[src/rtl/mem_stream_reader_pkg.sv]
// Shared definitions for the memory stream reader: parameter defaults and
// the controller state encoding.
package mem_stream_reader_pkg;

    localparam int DATA_W_DEF = 8;
    localparam int ADDR_W_DEF = 4;

    typedef enum logic [1:0] {
        ST_IDLE  = 2'd0,
        ST_READ  = 2'd1,
        ST_DRAIN = 2'd2
    } msr_state_t;

endpackage

[src/rtl/mem_stream_reader_if.sv]
// Bus bundle for the stream reader: synchronous memory read port plus the
// valid/ready output stream. The reader is the master, memory/consumer the slave.
interface mem_stream_reader_if
    import mem_stream_reader_pkg::*;
#(
    parameter int DATA_W = DATA_W_DEF,
    parameter int ADDR_W = ADDR_W_DEF
);

    logic              mem_rd;
    logic [ADDR_W-1:0] mem_addr;
    logic [DATA_W-1:0] mem_data;
    logic [DATA_W-1:0] data_out;
    logic              out_valid;
    logic              out_ready;

    modport master (
        output mem_rd, mem_addr, data_out, out_valid,
        input  mem_data, out_ready
    );

    modport slave (
        input  mem_rd, mem_addr, data_out, out_valid,
        output mem_data, out_ready
    );

endinterface

[src/rtl/msr_out_buf.sv]
// Two-entry FIFO between the memory read port and the output stream.
// The head entry is presented directly on out_data, so it stays stable while
// the consumer stalls.
module msr_out_buf #(
    parameter int DATA_W = 8
) (
    input  logic              clk,
    input  logic              rst,
    input  logic              push,
    input  logic [DATA_W-1:0] push_data,
    input  logic              out_ready,
    output logic              out_valid,
    output logic [DATA_W-1:0] out_data,
    output logic              full,
    output logic              empty
);

    logic       wr_ptr_reg;
    logic       rd_ptr_reg;
    logic [1:0] count_reg;
    logic       pop;

    assign pop       = out_valid & out_ready;
    assign out_valid = (count_reg != 2'd0);
    assign empty     = (count_reg == 2'd0);
    assign full      = (count_reg == 2'd2);

    genvar gi;
    generate
        for (gi = 0; gi < 2; gi++) begin : g_entry
            logic [DATA_W-1:0] entry_reg;
            // Capture pushed data into the slot addressed by the write pointer.
            always_ff @(posedge clk) begin
                if (rst) begin
                    entry_reg <= '0;
                end else if (push && (wr_ptr_reg == 1'(gi))) begin
                    entry_reg <= push_data;
                end
            end
        end
    endgenerate

    assign out_data = rd_ptr_reg ? g_entry[1].entry_reg : g_entry[0].entry_reg;

    // Pointer and occupancy bookkeeping; simultaneous push and pop leave the count unchanged.
    always_ff @(posedge clk) begin
        if (rst) begin
            wr_ptr_reg <= 1'b0;
            rd_ptr_reg <= 1'b0;
            count_reg  <= 2'd0;
        end else begin
            if (push) begin
                wr_ptr_reg <= wr_ptr_reg + 1'b1;
            end
            if (pop) begin
                rd_ptr_reg <= rd_ptr_reg + 1'b1;
            end
            case ({push, pop})
                2'b10:   count_reg <= count_reg + 2'd1;
                2'b01:   count_reg <= count_reg - 2'd1;
                default: count_reg <= count_reg;
            endcase
        end
    end

endmodule

[src/rtl/mem_stream_reader.sv]
// Burst reader: streams `length` words from a synchronous memory starting at
// base_addr (address wraps) onto a valid/ready stream through a 2-entry buffer.
// Optional feature macro: MEM_STREAM_READER_STAT_EN adds a saturating
// 16-bit word_count output counting stream transfers since reset.
module mem_stream_reader
    import mem_stream_reader_pkg::*;
#(
    parameter int DATA_W = DATA_W_DEF,
    parameter int ADDR_W = ADDR_W_DEF
) (
    input  logic              clk,
    input  logic              rst,
    input  logic              start,
    input  logic [ADDR_W-1:0] base_addr,
    input  logic [ADDR_W:0]   length,
    output logic              busy,
    output logic              done,
`ifdef MEM_STREAM_READER_STAT_EN
    output logic [15:0]       word_count,
`endif
    mem_stream_reader_if.master bus
);

    localparam logic [ADDR_W:0]   CNT_ONE  = (ADDR_W + 1)'(1);
    localparam logic [ADDR_W-1:0] ADDR_ONE = ADDR_W'(1);

    msr_state_t        state_reg, state_next;
    logic [ADDR_W-1:0] addr_reg, addr_next;
    logic [ADDR_W:0]   rd_left_reg, rd_left_next;
    logic [ADDR_W:0]   words_left_reg, words_left_next;
    logic              inflight_reg;
    logic              done_reg, done_next;
    logic              rd_issue;

    logic              buf_valid;
    logic [DATA_W-1:0] buf_data;
    logic              buf_full;
    logic              buf_empty;
    logic              pop;
    logic [2:0]        occ;
    logic [2:0]        level;

    // The read issued last cycle lands in the buffer this cycle.
    msr_out_buf #(.DATA_W(DATA_W)) u_out_buf (
        .clk       (clk),
        .rst       (rst),
        .push      (inflight_reg),
        .push_data (bus.mem_data),
        .out_ready (bus.out_ready),
        .out_valid (buf_valid),
        .out_data  (buf_data),
        .full      (buf_full),
        .empty     (buf_empty)
    );

    assign pop           = buf_valid & bus.out_ready;
    assign bus.out_valid = buf_valid;
    assign bus.data_out  = buf_data;
    assign bus.mem_rd    = rd_issue;
    assign bus.mem_addr  = addr_reg;
    assign busy          = (state_reg != ST_IDLE);
    assign done          = done_reg;

    // Words committed to the buffer (held + in flight) net of the word leaving
    // this cycle; counting the pop keeps one read per cycle at full throughput.
    assign occ   = buf_full ? 3'd2 : (buf_empty ? 3'd0 : 3'd1);
    assign level = occ + {2'b00, inflight_reg} - {2'b00, pop};

    // Next-state logic: burst capture, read issue with address wrap, drain to done.
    always_comb begin
        state_next      = state_reg;
        addr_next       = addr_reg;
        rd_left_next    = rd_left_reg;
        words_left_next = words_left_reg;
        done_next       = 1'b0;
        rd_issue        = 1'b0;

        if (pop) begin
            words_left_next = words_left_reg - CNT_ONE;
        end

        case (state_reg)
            ST_IDLE: begin
                if (start) begin
                    if (length == '0) begin
                        done_next = 1'b1;
                    end else begin
                        state_next      = ST_READ;
                        addr_next       = base_addr;
                        rd_left_next    = length;
                        words_left_next = length;
                    end
                end
            end
            ST_READ: begin
                rd_issue = (level < 3'd2);
                if (rd_issue) begin
                    addr_next    = addr_reg + ADDR_ONE;
                    rd_left_next = rd_left_reg - CNT_ONE;
                    if (rd_left_reg == CNT_ONE) begin
                        state_next = ST_DRAIN;
                    end
                end
            end
            ST_DRAIN: begin
                if (pop && (words_left_reg == CNT_ONE)) begin
                    state_next = ST_IDLE;
                    done_next  = 1'b1;
                end
            end
            default: state_next = ST_IDLE;
        endcase
    end

    // Controller registers; reset drops any in-flight read so its data is never pushed.
    always_ff @(posedge clk) begin
        if (rst) begin
            state_reg      <= ST_IDLE;
            addr_reg       <= '0;
            rd_left_reg    <= '0;
            words_left_reg <= '0;
            inflight_reg   <= 1'b0;
            done_reg       <= 1'b0;
        end else begin
            state_reg      <= state_next;
            addr_reg       <= addr_next;
            rd_left_reg    <= rd_left_next;
            words_left_reg <= words_left_next;
            inflight_reg   <= rd_issue;
            done_reg       <= done_next;
        end
    end

`ifdef MEM_STREAM_READER_STAT_EN
    logic [15:0] word_count_reg;

    // Saturating count of stream transfers since reset.
    always_ff @(posedge clk) begin
        if (rst) begin
            word_count_reg <= 16'h0000;
        end else if (pop && (word_count_reg != 16'hFFFF)) begin
            word_count_reg <= word_count_reg + 16'h0001;
        end
    end

    assign word_count = word_count_reg;
`endif

endmodule

[src/flat_wrapper.sv]
// flat-port wrapper written by rule: the top's interface ports become plain ports
module mem_stream_reader_flat import mem_stream_reader_pkg::*;
#(
    parameter int DATA_W = DATA_W_DEF,
    parameter int ADDR_W = ADDR_W_DEF
)
  (clk, rst, start, base_addr, length, busy, done, bus_mem_rd, bus_mem_addr, bus_data_out, bus_out_valid, bus_mem_data, bus_out_ready);
  mem_stream_reader_if #(.DATA_W(DATA_W), .ADDR_W(ADDR_W)) bus_i ();
  input  logic clk;
  input  logic rst;
  input  logic start;
  input  logic [ADDR_W-1:0] base_addr;
  input  logic [ADDR_W:0] length;
  output logic busy;
  output logic done;
  output wire logic [$bits(bus_i.mem_rd)-1:0] bus_mem_rd;
  output wire logic [$bits(bus_i.mem_addr)-1:0] bus_mem_addr;
  output wire logic [$bits(bus_i.data_out)-1:0] bus_data_out;
  output wire logic [$bits(bus_i.out_valid)-1:0] bus_out_valid;
  input wire logic [$bits(bus_i.mem_data)-1:0] bus_mem_data;
  input wire logic [$bits(bus_i.out_ready)-1:0] bus_out_ready;
  assign bus_mem_rd = bus_i.mem_rd;
  assign bus_mem_addr = bus_i.mem_addr;
  assign bus_data_out = bus_i.data_out;
  assign bus_out_valid = bus_i.out_valid;
  assign bus_i.mem_data = bus_mem_data;
  assign bus_i.out_ready = bus_out_ready;
  mem_stream_reader #(.DATA_W(DATA_W), .ADDR_W(ADDR_W)) u_core (.clk(clk), .rst(rst), .start(start), .base_addr(base_addr), .length(length), .busy(busy), .done(done), .bus(bus_i));
endmodule
[config.mk]
export PLATFORM = sky130hd
export DESIGN_NAME = mem_stream_reader_flat
export DESIGN_NICKNAME = d
export VERILOG_FILES = /design/src/rtl/mem_stream_reader_pkg.sv /design/src/rtl/mem_stream_reader_if.sv /design/src/rtl/msr_out_buf.sv /design/src/rtl/mem_stream_reader.sv /design/src/flat_wrapper.sv
export SDC_FILE = /design/constraint.sdc
export NUM_CORES = 1
export LEC_CHECK = 0
export CELL_PAD_IN_SITES_DETAIL_PLACEMENT = 1
export CELL_PAD_IN_SITES_GLOBAL_PLACEMENT = 1
export CORE_MARGIN = 1
export CORE_UTILIZATION = 41
export CTS_CLUSTER_DIAMETER = 30
export DETAILED_ROUTE_END_ITERATION = 6
export GPL_TIMING_DRIVEN = 1
export PLACE_DENSITY_LB_ADDON = 0.1
export SETUP_SLACK_MARGIN = 0.2
export SLEW_MARGIN = 20
export SYNTH_ARGS = -nofsm -noshare
export SYNTH_HDL_FRONTEND = slang
export SYNTH_SLANG_ARGS = --single-unit
[constraint.sdc]
create_clock -name clk -period 8.8 [get_ports clk]
set_clock_uncertainty 0.05 [all_clocks]
set_input_delay 2.2 -clock clk [delete_from_list [all_inputs] [get_ports clk]]
set_output_delay 2.2 -clock clk [all_outputs]
set_load 0.005 [all_outputs]
==> results of run 1 <==
[critical path, stage by stage]
cell             delay [ns]
clkdlybuf4s50_1        0.41
o21ai_2                0.15
inv_1                  0.13
ha_1                   0.36
nand2b_1               0.18
fa_1                   0.43
xnor2_2                0.24
nand3_1                0.17
nor2_1                 0.16
clkdlybuf4s50_1        0.51
[worst max path at each step]
stage | startpoint | to | slack, ns | cells past startpoint
finish | bus_out_ready | bus_mem_rd | 1.60 | 10
floorplan | bus_out_ready | bus_mem_rd | 2.71 | 8
detailed placement | bus_out_ready | bus_mem_rd | 1.58 | 10
global route | bus_out_ready | bus_mem_rd | 1.44 | 10
global placement | bus_out_ready | bus_mem_rd | 1.64 | 10
CTS | bus_out_ready | bus_mem_rd | 1.57 | 10
[area by class of cell]
cell class,instances,area [sq um],area share
flip-flops and latches,38,761,0.317
well taps,52,65.1,0.0271
clock buffers,7,86.3,0.0359
clock inverters,1,5.00,0.00208
repair buffers,37,368,0.153
inverters,9,33.8,0.0141
multi-input cells,172,1080,0.451
[cells in the final DEF (no fill, tap or decap), types with 3 or more instances in the layout]
cell type / count
nand2_1: 39
nand2b_1: 6
clkdlybuf4s50_1: 36
inv_1: 9
nor2_1: 15
nand3_1: 11
xor2_1: 4
a21oi_1: 26
nor3_1: 5
or3_1: 3
dfxtp_1: 38
ha_1: 7
mux2i_1: 6
nor4_1: 3
o21ai_0: 9
clkbuf_8: 6
xnor2_1: 3
nor2b_1: 3
mux2_2: 9
[kinds of logic after synthesis]
kind of cell,count (synthesis)
xor+xnor,8
simple gates,93
flops,38
mux,15
compound gates,48
fa+ha+maj,8
buf+inv,22
[metal layers]
metal	up-vias	GRT usage
met1	779	0.242
met5	-	0
li1	851	-
met3	6	0.0370
met2	23	0.322
met4	0	0.0800
[metrics by stage]
step           cells  power, uW   util  hold WS, ns  area, sq um
2_1_floorplan    232        381      -        0.383         1940
3_3_place_gp     308        444  0.520        0.389         2310
6_report         316        571  0.541        0.406         2400
3_5_place_dp     308        450  0.520        0.398         2310
4_1_cts          316        577  0.541        0.408         2400
5_1_grt          316        610  0.541        0.421         2400
[power by group through the flow]
stage	sequential (uW)	clock [uW]	combinational, uW
2_1_floorplan	219	0	162
5_1_grt	247	136	226
3_5_place_dp	245	0	205
6_report	242	125	204
3_3_place_gp	244	0	200
4_1_cts	242	127	208
==> metrics.txt, run 1 <==
status completed; Post-Synth Simple-Gate Area 0.225; cts bufs inserted 5; GP Congestion between 0.7 and 0.8; routed len/inst 14.5 um; fin crit period roughly 7.2 ns; RSZ-0062 raised after global routing no; area of the mapped netlist between 1500 and 2000 sq um; crit path DAT slightly below 5 ns; Synth area leader dfxtp_1; Synth top area share 0.392; Area contributors post-synth dfxtp_1 (39%), nand2_1 (7.5%), a21oi_1 (6.7%); Setup crit end kind primary output; Setup TNS Final 0 ns; Final period util 0.818; total grt overflow 0; Worst-Margin Slew 0.800 ns; hold path start u_core.u_out_buf.g_entry[0].entry_reg[1]; list of most frequent post-synthesis cells nand2_1 (39), dfxtp_1 (38), a21oi_1 (26); worst hold-check path type reg2reg; Mapped Cells around 230; Post-route DRC 0; clk sinks 38; f_max roughly 140 MHz; switching portion of total power 0.349; DP HPWL 3160 um; peak supply drop about 0.17 mV; CP required 6.55 ns; EDFF count, synth 0; Die ar. ~5000 sq um; ratio of cells with drive above 1 in the final layout 0.0947; pin count of the biggest net entering global routing 37; die extent in y around 71 um; Max Used Layer met4; main combinational cell family by area after synthesis simple AND/OR/NAND/NOR gates; Clk pwr share 0.219; post-synthesis adder-cell area fraction 0.0554; initial antenna violation count 0; sequential share of power 0.423; CP Launch Type input port; ys flop type dfxtp_1; mean post-synth cell area 8.36 sq um; I/O pins 37; width of the die a little over 70 um; vias between 1500 and 2000; fin worst setup slack 1.60 ns; Post-CTS Resized 0; top-count cell post-synth nand2_1; clock latency reported for the late side of the worst-skew pair between 0.2 and 0.3 ns; metal2 WL 2140 um; fin nets about 290; Buffers on Ports 36; Max Transition Viols Final 0; row count 24; CTS tree built; Synth Area in XOR/XNOR 0.0400; Hold Buf Count CTS 0; FF-to-FF End u_core.rd_left_reg[0]; reg2reg path depth 9; max cap viols 0; clock buffer depth 2; vias per cell 5.25; TritonRoute pass-1 iters 6; # diodes 0; Min-Delay Endpoint u_core.u_out_buf.g_entry[0].entry_reg[1]; met3 WL post-DR roughly 130 um; mux share of post-synthesis cell area 0.0832; final hold violation count 0; Yosys cell types 43; max reg flops 16; sw power around 200 uW; max_slew headroom 0.466; Fill cells about 530; Syn Nets about 260; P&R area growth vs syn 23.9%; Initial Util 0.437; Worst Setup Path Type in2out; Pwr Density between 200 and 250 nW/um^2; worst slack, placed around 1.6 ns; critical-path maximum fanout 7; Root Buffer clkbuf_8; metal1 wirelength between 2000 and 2500 um; leakage 0.000884 uW; combinational fraction of design power 0.358; Pint roughly 370 uW; core outline area 4440 sq um; Post-CTS Setup Inserts 0; R2R Setup Slk approximately 5.9 ns; final wirelength 4580 um; H-Tree Level Count 2; initial DRC count 74; Yosys reg bits 38; Synthesis Warnings 0; first-pass GRT wire length approximately 7500 um; Tot GR Track Use 0.192; post-synthesis sequential area ratio 0.392; ys async rst share 0; post-synthesis compound-gate area fraction 0.155; Reg clk slew, reported paths 0.07 ns; r2r startpoint u_core.u_out_buf.count_reg[0]; hold depth 2; number of global-route vias before repair 1627; final setup vio count 0; Antenna Nets Post-Route 0
(Power assumes the default switching activity.)
==> inputs of run 2 (changes only) <==
Settings changed: CORE_UTILIZATION 41 to 34.
Clock period 8.8 ns to 6.5 ns, I/O delays scaled along.
==> run 2 against run 1 <==
Effect of this change:
- setup slack worse by 1.2 ns
- via count down 0.78%
- worst hold slack hardly changed
- global-route usage down 2.8 points
- largest power group unchanged
==> metrics.txt, run 2 (same netlist as run 1, synthesis figures left out) <==
max cap viols 0 (unchanged); Die ar. 6010 sq um (was 5010 sq um); peak supply drop 0.146 mV (was 0.168 mV); critical path capture point bus_mem_rd (unchanged); Worst Setup Path Type in2out (unchanged); f_max 165 MHz; leakage 0.000883 uW (was 0.000884 uW); initial antenna violation count 0 (unchanged); worst hold-check path type reg2reg (unchanged); crit path DAT 4.38 ns (was 4.95 ns); Initial Util 0.352 (was 0.437); ratio of cells with drive above 1 in the final layout 0.0985 (was 0.0947); critical-path maximum fanout 7 (unchanged); DP HPWL 3280 um (was 3160 um); Reg clk slew, reported paths 0.08 ns (was 0.07 ns); die extent in y 77.6 um (was 70.8 um); clock buffer depth 2 (unchanged); max_slew headroom 0.472 (was 0.466); Final period util 0.932; status completed (unchanged); Antenna Nets Post-Route 0 (unchanged); max reg flops 16 (unchanged); most frequent cells in the layout nand2_1 (39), dfxtp_1 (38), clkdlybuf4s50_1 (36), a21oi_1 (26), nor2_1 (15) (unchanged); Hold Buf Count CTS 0 (unchanged); cts bufs inserted 5 (unchanged); Post-CTS Setup Inserts 0 (unchanged); r2r startpoint u_core.u_out_buf.count_reg[0] (unchanged); TritonRoute pass-1 iters 4 (was 6); CP Launch Type input port (unchanged); core outline area 5510 sq um (was 4440 sq um); clk sinks 38 (unchanged); RSZ-0062 raised after global routing no (unchanged); total grt overflow 0 (unchanged); fin util 0.442 (was 0.541); reg2reg path depth 9 (unchanged); final hold violation count 0 (unchanged); R2R Setup Slk 3.56 ns (was 5.85 ns); Max Transition Viols Final 0 (unchanged); Tot GR Track Use 0.164 (was 0.192); FF-to-FF End u_core.rd_left_reg[0] (unchanged); most common cell after layout, fill and taps aside nand2_1 (unchanged); routed len/inst 13.5 um (was 14.5 um); GP Congestion 0.702 (was 0.780); P&R area growth vs syn 25.3% (was 23.9%); row count 27 (was 24); Buffers on Ports 36 (unchanged); # diodes 0 (unchanged); width of the die 77.6 um (was 70.8 um); clock latency reported for the late side of the worst-skew pair 0.29 ns (about the same); final wirelength 4520 um (was 4580 um); first-pass GRT wire length 7810 um (was 7460 um); Pwr Density 317 nW/um^2 (was 237 nW/um^2); vias per cell 4.90 (was 5.25); I/O pins 37 (unchanged); Critical Path Start bus_out_ready (unchanged); Post-route DRC 0 (unchanged); Worst-Margin Slew 0.790 ns (was 0.800 ns); number of global-route vias before repair 1650 (was 1627); pin count of the biggest net entering global routing 37 (unchanged); Setup TNS Final 0 ns (unchanged); fin nets 292 (unchanged); CTS tree built (unchanged); Post-CTS Resized 0 (unchanged); initial DRC count 63 (was 74); final setup vio count 0 (unchanged); Setup crit end kind primary output (unchanged); fin crit period 6.06 ns; H-Tree Level Count 2 (unchanged); vias 1646 (was 1659); CP required 4.83 ns (was 6.55 ns); Root Buffer clkbuf_8 (unchanged)
==> run 2: worst min path at each step <==
| stage | start | to | slack [ns] | cells past startpoint |
|---|---|---|---|---|
| 6_report | u_core.u_out_buf.g_entry[0].entry_reg[6] | u_core.u_out_buf.g_entry[0].entry_reg[6] | 0.41 | 2 |
| 5_1_grt | u_core.u_out_buf.g_entry[0].entry_reg[4] | u_core.u_out_buf.g_entry[0].entry_reg[4] | 0.43 | 2 |
| 4_1_cts | u_core.u_out_buf.g_entry[1].entry_reg[3] | u_core.u_out_buf.g_entry[1].entry_reg[3] | 0.41 | 2 |
| 3_5_place_dp | u_core.u_out_buf.g_entry[1].entry_reg[3] | u_core.u_out_buf.g_entry[1].entry_reg[3] | 0.40 | 2 |
| 3_3_place_gp | u_core.u_out_buf.g_entry[0].entry_reg[6] | u_core.u_out_buf.g_entry[0].entry_reg[6] | 0.39 | 2 |
| 2_1_floorplan | u_core.u_out_buf.g_entry[1].entry_reg[0] | u_core.u_out_buf.g_entry[1].entry_reg[0] | 0.38 | 2 |
==> run 2: metal layers <==
| layer | track usage | wire length, um |
|---|---|---|
| met3 | 0.0412 | 147 |
| met5 | 0 | 0 |
| met1 | 0.215 | 2260 |
| met4 | 0.0453 | 38 |
| met2 | 0.265 | 2080 |
==> run 2: stage by stage <==
step	hold slack [ns]	setup slack (ns)	power, uW	instances	cell area, sq um
global placement	0.391	0.445	605	328	2340
CTS	0.408	0.396	783	336	2430
floorplan	0.383	1.56	516	232	1940
detailed placement	0.397	0.396	610	328	2340
global route	0.427	0.243	830	336	2430
finish	0.406	0.445	771	336	2430
==> run 2: area by class of cell <==
class / count / area (sq um)
Clock buffer: 6 / 82.6
Clock inverter: 2 / 12.5
Fill cell: 680 / 3070
Inverter: 9 / 33.8
Multi-Input combinational cell: 172 / 1080
Sequential cell: 38 / 761
Tap cell: 72 / 90.1
Timing Repair Buffer: 37 / 368
==> run 2: power breakdown <==
| group | internal [uW] | switching (uW) |
|---|---|---|
| combinational | 146 | 128 |
| clock | 85.3 | 86.2 |
| sequential | 271 | 54.1 |
==> run 2: worst max-delay path: stages <==
cell,delay (ns)
clkdlybuf4s50_1,0.41
o21ai_2,0.14
inv_1,0.13
ha_1,0.36
nand2b_1,0.17
fa_1,0.42
xnor2_2,0.24
nand3_1,0.18
nor2_1,0.20
clkdlybuf4s50_1,0.52
==> inputs of run 3 (changes only) <==
Settings changed: CORE_UTILIZATION 34 to 36, CTS_BUF_LIST from default to sky130_fd_sc_hd__clkbuf_2 sky130_fd_sc_hd__clkbuf_4 sky130_fd_sc_hd__clkbuf_8.
==> run 3 against run 2 <==
Effect of this change:
- total power grew 4.6%
- first-iteration DRC count shrank 14%
- count of clock-buffer cells in the layout is the same
- cell count shrank 0.89%
- critical path depth is the same
- setup slack lost 0.025 ns
- via count grew 1.5%
- cell area grew 0.62%
- critical endpoint unchanged
- largest cell class unchanged
==> metrics.txt, run 3 (same netlist as run 1, synthesis figures left out) <==
Final period util 0.935 (was 0.932); Pint 540 uW (was 502 uW); status completed (unchanged); routed len/inst 13.7 um (was 13.5 um); non-filler cells in the finished layout 333 (was 336); CTS tree built (unchanged); number of global-route vias before repair 1695 (was 1650); first-pass GRT wire length 7760 um (was 7810 um); Fill cells 646 (was 680); DP HPWL 3310 um (was 3280 um); peak supply drop 0.237 mV (was 0.146 mV); Antenna Nets Post-Route 0 (unchanged); worst hold-check path type reg2reg (unchanged); cts bufs inserted 5 (unchanged); hold path start u_core.u_out_buf.g_entry[1].entry_reg[1] (was u_core.u_out_buf.g_entry[0].entry_reg[6]); Tot GR Track Use 0.183 (was 0.164); Reg clk slew, reported paths 0.07 ns (was 0.08 ns); switching portion of total power 0.331 (was 0.348); Root Buffer clkbuf_8 (unchanged); Hold Buf Count CTS 0 (unchanged); r2r startpoint u_core.u_out_buf.count_reg[0] (unchanged); critical-path maximum fanout 7 (unchanged); TritonRoute pass-1 iters 4 (unchanged); most common cell after layout, fill and taps aside nand2_1 (unchanged); core outline area 5140 sq um (was 5510 sq um); Setup crit end kind primary output (unchanged); final setup vio count 0 (unchanged); I/O pins 37 (unchanged); leakage 0.000893 uW (was 0.000883 uW); Buffers on Ports 36 (unchanged); Pwr Density 329 nW/um^2 (was 317 nW/um^2); ratio of cells with drive above 1 in the final layout 0.0951 (was 0.0985); Post-route DRC 0 (unchanged); hold depth 2 (unchanged); max reg flops 16 (unchanged); row count 26 (was 27); H-Tree Level Count 2 (unchanged); combinational fraction of design power 0.344 (was 0.356); CP required 4.83 ns (about the same); Max Transition Viols Final 0 (unchanged); placed insts 326 (was 328); Setup TNS Final 0 ns (unchanged); final wirelength 4550 um (was 4520 um); vias 1670 (was 1646); Min-Delay Endpoint u_core.u_out_buf.g_entry[1].entry_reg[1] (was u_core.u_out_buf.g_entry[0].entry_reg[6]); die extent in y 75.4 um (was 77.6 um); max cap viols 0 (unchanged); sequential share of power 0.404 (was 0.422); placed cell area 2330 sq um (was 2340 sq um); f_max 164 MHz (was 165 MHz); Clk pwr share 0.252 (was 0.222); GP Congestion 0.724 (was 0.702); sw power 266 uW (was 269 uW); clock buffer depth 2 (unchanged); Post-CTS Setup Inserts 0 (unchanged); vias per cell 5.02 (was 4.90); fin nets 292 (unchanged); initial antenna violation count 0 (unchanged); max_slew headroom 0.469 (was 0.472); width of the die 75.4 um (was 77.6 um); Die ar. 5690 sq um (was 6010 sq um); CP Launch Type input port (unchanged); FF-to-FF End u_core.rd_left_reg[0] (unchanged); Worst Setup Path Type in2out (unchanged); initial DRC count 54 (was 63); final hold violation count 0 (unchanged); reg2reg path depth 9 (unchanged); most frequent cells in the layout nand2_1 (39), dfxtp_1 (38), clkdlybuf4s50_1 (36), a21oi_1 (26), nor2_1 (15) (unchanged); Initial Util 0.378 (was 0.352); Design Area, Final 2450 sq um (was 2430 sq um); fin crit period 6.08 ns (was 6.06 ns); clock latency reported for the late side of the worst-skew pair 0.29 ns (about the same); total grt overflow 0 (unchanged); R2R Setup Slk 3.54 ns (was 3.56 ns); Post-CTS Resized 0 (unchanged); crit path DAT 4.41 ns (was 4.38 ns); clk sinks 38 (unchanged); pin count of the biggest net entering global routing 37 (unchanged); # diodes 0 (unchanged); P&R area growth vs syn 26.1% (was 25.3%); RSZ-0062 raised after global routing no (unchanged); Worst-Margin Slew 0.795 ns (was 0.790 ns)
## run 3: cell count changes in the layout (fill, tap and decap cells not counted), sizes merged
| cell | before | now |
|---|---|---|
| bufinv | 0 | 1 |
| clkinv | 1 | 0 |
| clkinvlp | 1 | 0 |
## run 3: how the worst max path moves through the flow
| stage | start | endpoint | slack (ns) | cells past startpoint |
|---|---|---|---|---|
| final | bus_out_ready | bus_mem_rd | 0.42 | 10 |
| after global routing | bus_out_ready | bus_mem_rd | 0.21 | 10 |
| after CTS | bus_out_ready | bus_mem_rd | 0.39 | 10 |
| after detailed placement | bus_out_ready | bus_mem_rd | 0.41 | 10 |
| after global placement | bus_out_ready | bus_mem_rd | 0.47 | 10 |
| after floorplan | bus_out_ready | bus_mem_rd | 1.56 | 8 |
## run 3: metrics by stage
step                      hold slack [ns]  worst slack [ns]  utilization  power, uW
after floorplan                     0.383              1.56            -        516
after global placement              0.390             0.465        0.454        603
after detailed placement            0.397             0.408        0.454        610
after CTS                           0.408             0.390        0.476        819
after global routing                0.428             0.208        0.476        865
final                               0.403             0.419        0.476        806
## run 3: final cells by class
class / count / area, sq um / share of cell area
tap: 70 / 87.6 / 0.0358
timing repair buffer: 37 / 368 / 0.150
sequential: 38 / 761 / 0.311
multi-input combinational: 172 / 1080 / 0.443
inverter: 9 / 33.8 / 0.0138
clock buffer: 6 / 82.6 / 0.0337
clock inverter: 1 / 30.0 / 0.0123
## run 3: metal layers
layer	GRT usage	share of wire
met3	0.0410	0.033
met5	0	0
met1	0.236	0.49
met4	0.0679	0.015
met2	0.299	0.46
## run 3: power groups by stage
stage          Combinational (uW)  Clock (uW)  Sequential [uW]
4_1_cts                       282         211              327
5_1_grt                       314         217              334
2_1_floorplan                 219           0              297
3_5_place_dp                  279           0              331
6_report                      277         203              326
3_3_place_gp                  273           0              331
## run 3: worst max-delay path: stages
cell and delay [ns]:
clkdlybuf4s50_1 0.41, o21ai_2 0.15, inv_1 0.14, ha_1 0.36
nand2b_1 0.18, fa_1 0.42, xnor2_2 0.23, nand3_1 0.18
nor2_1 0.20, clkdlybuf4s50_1 0.52
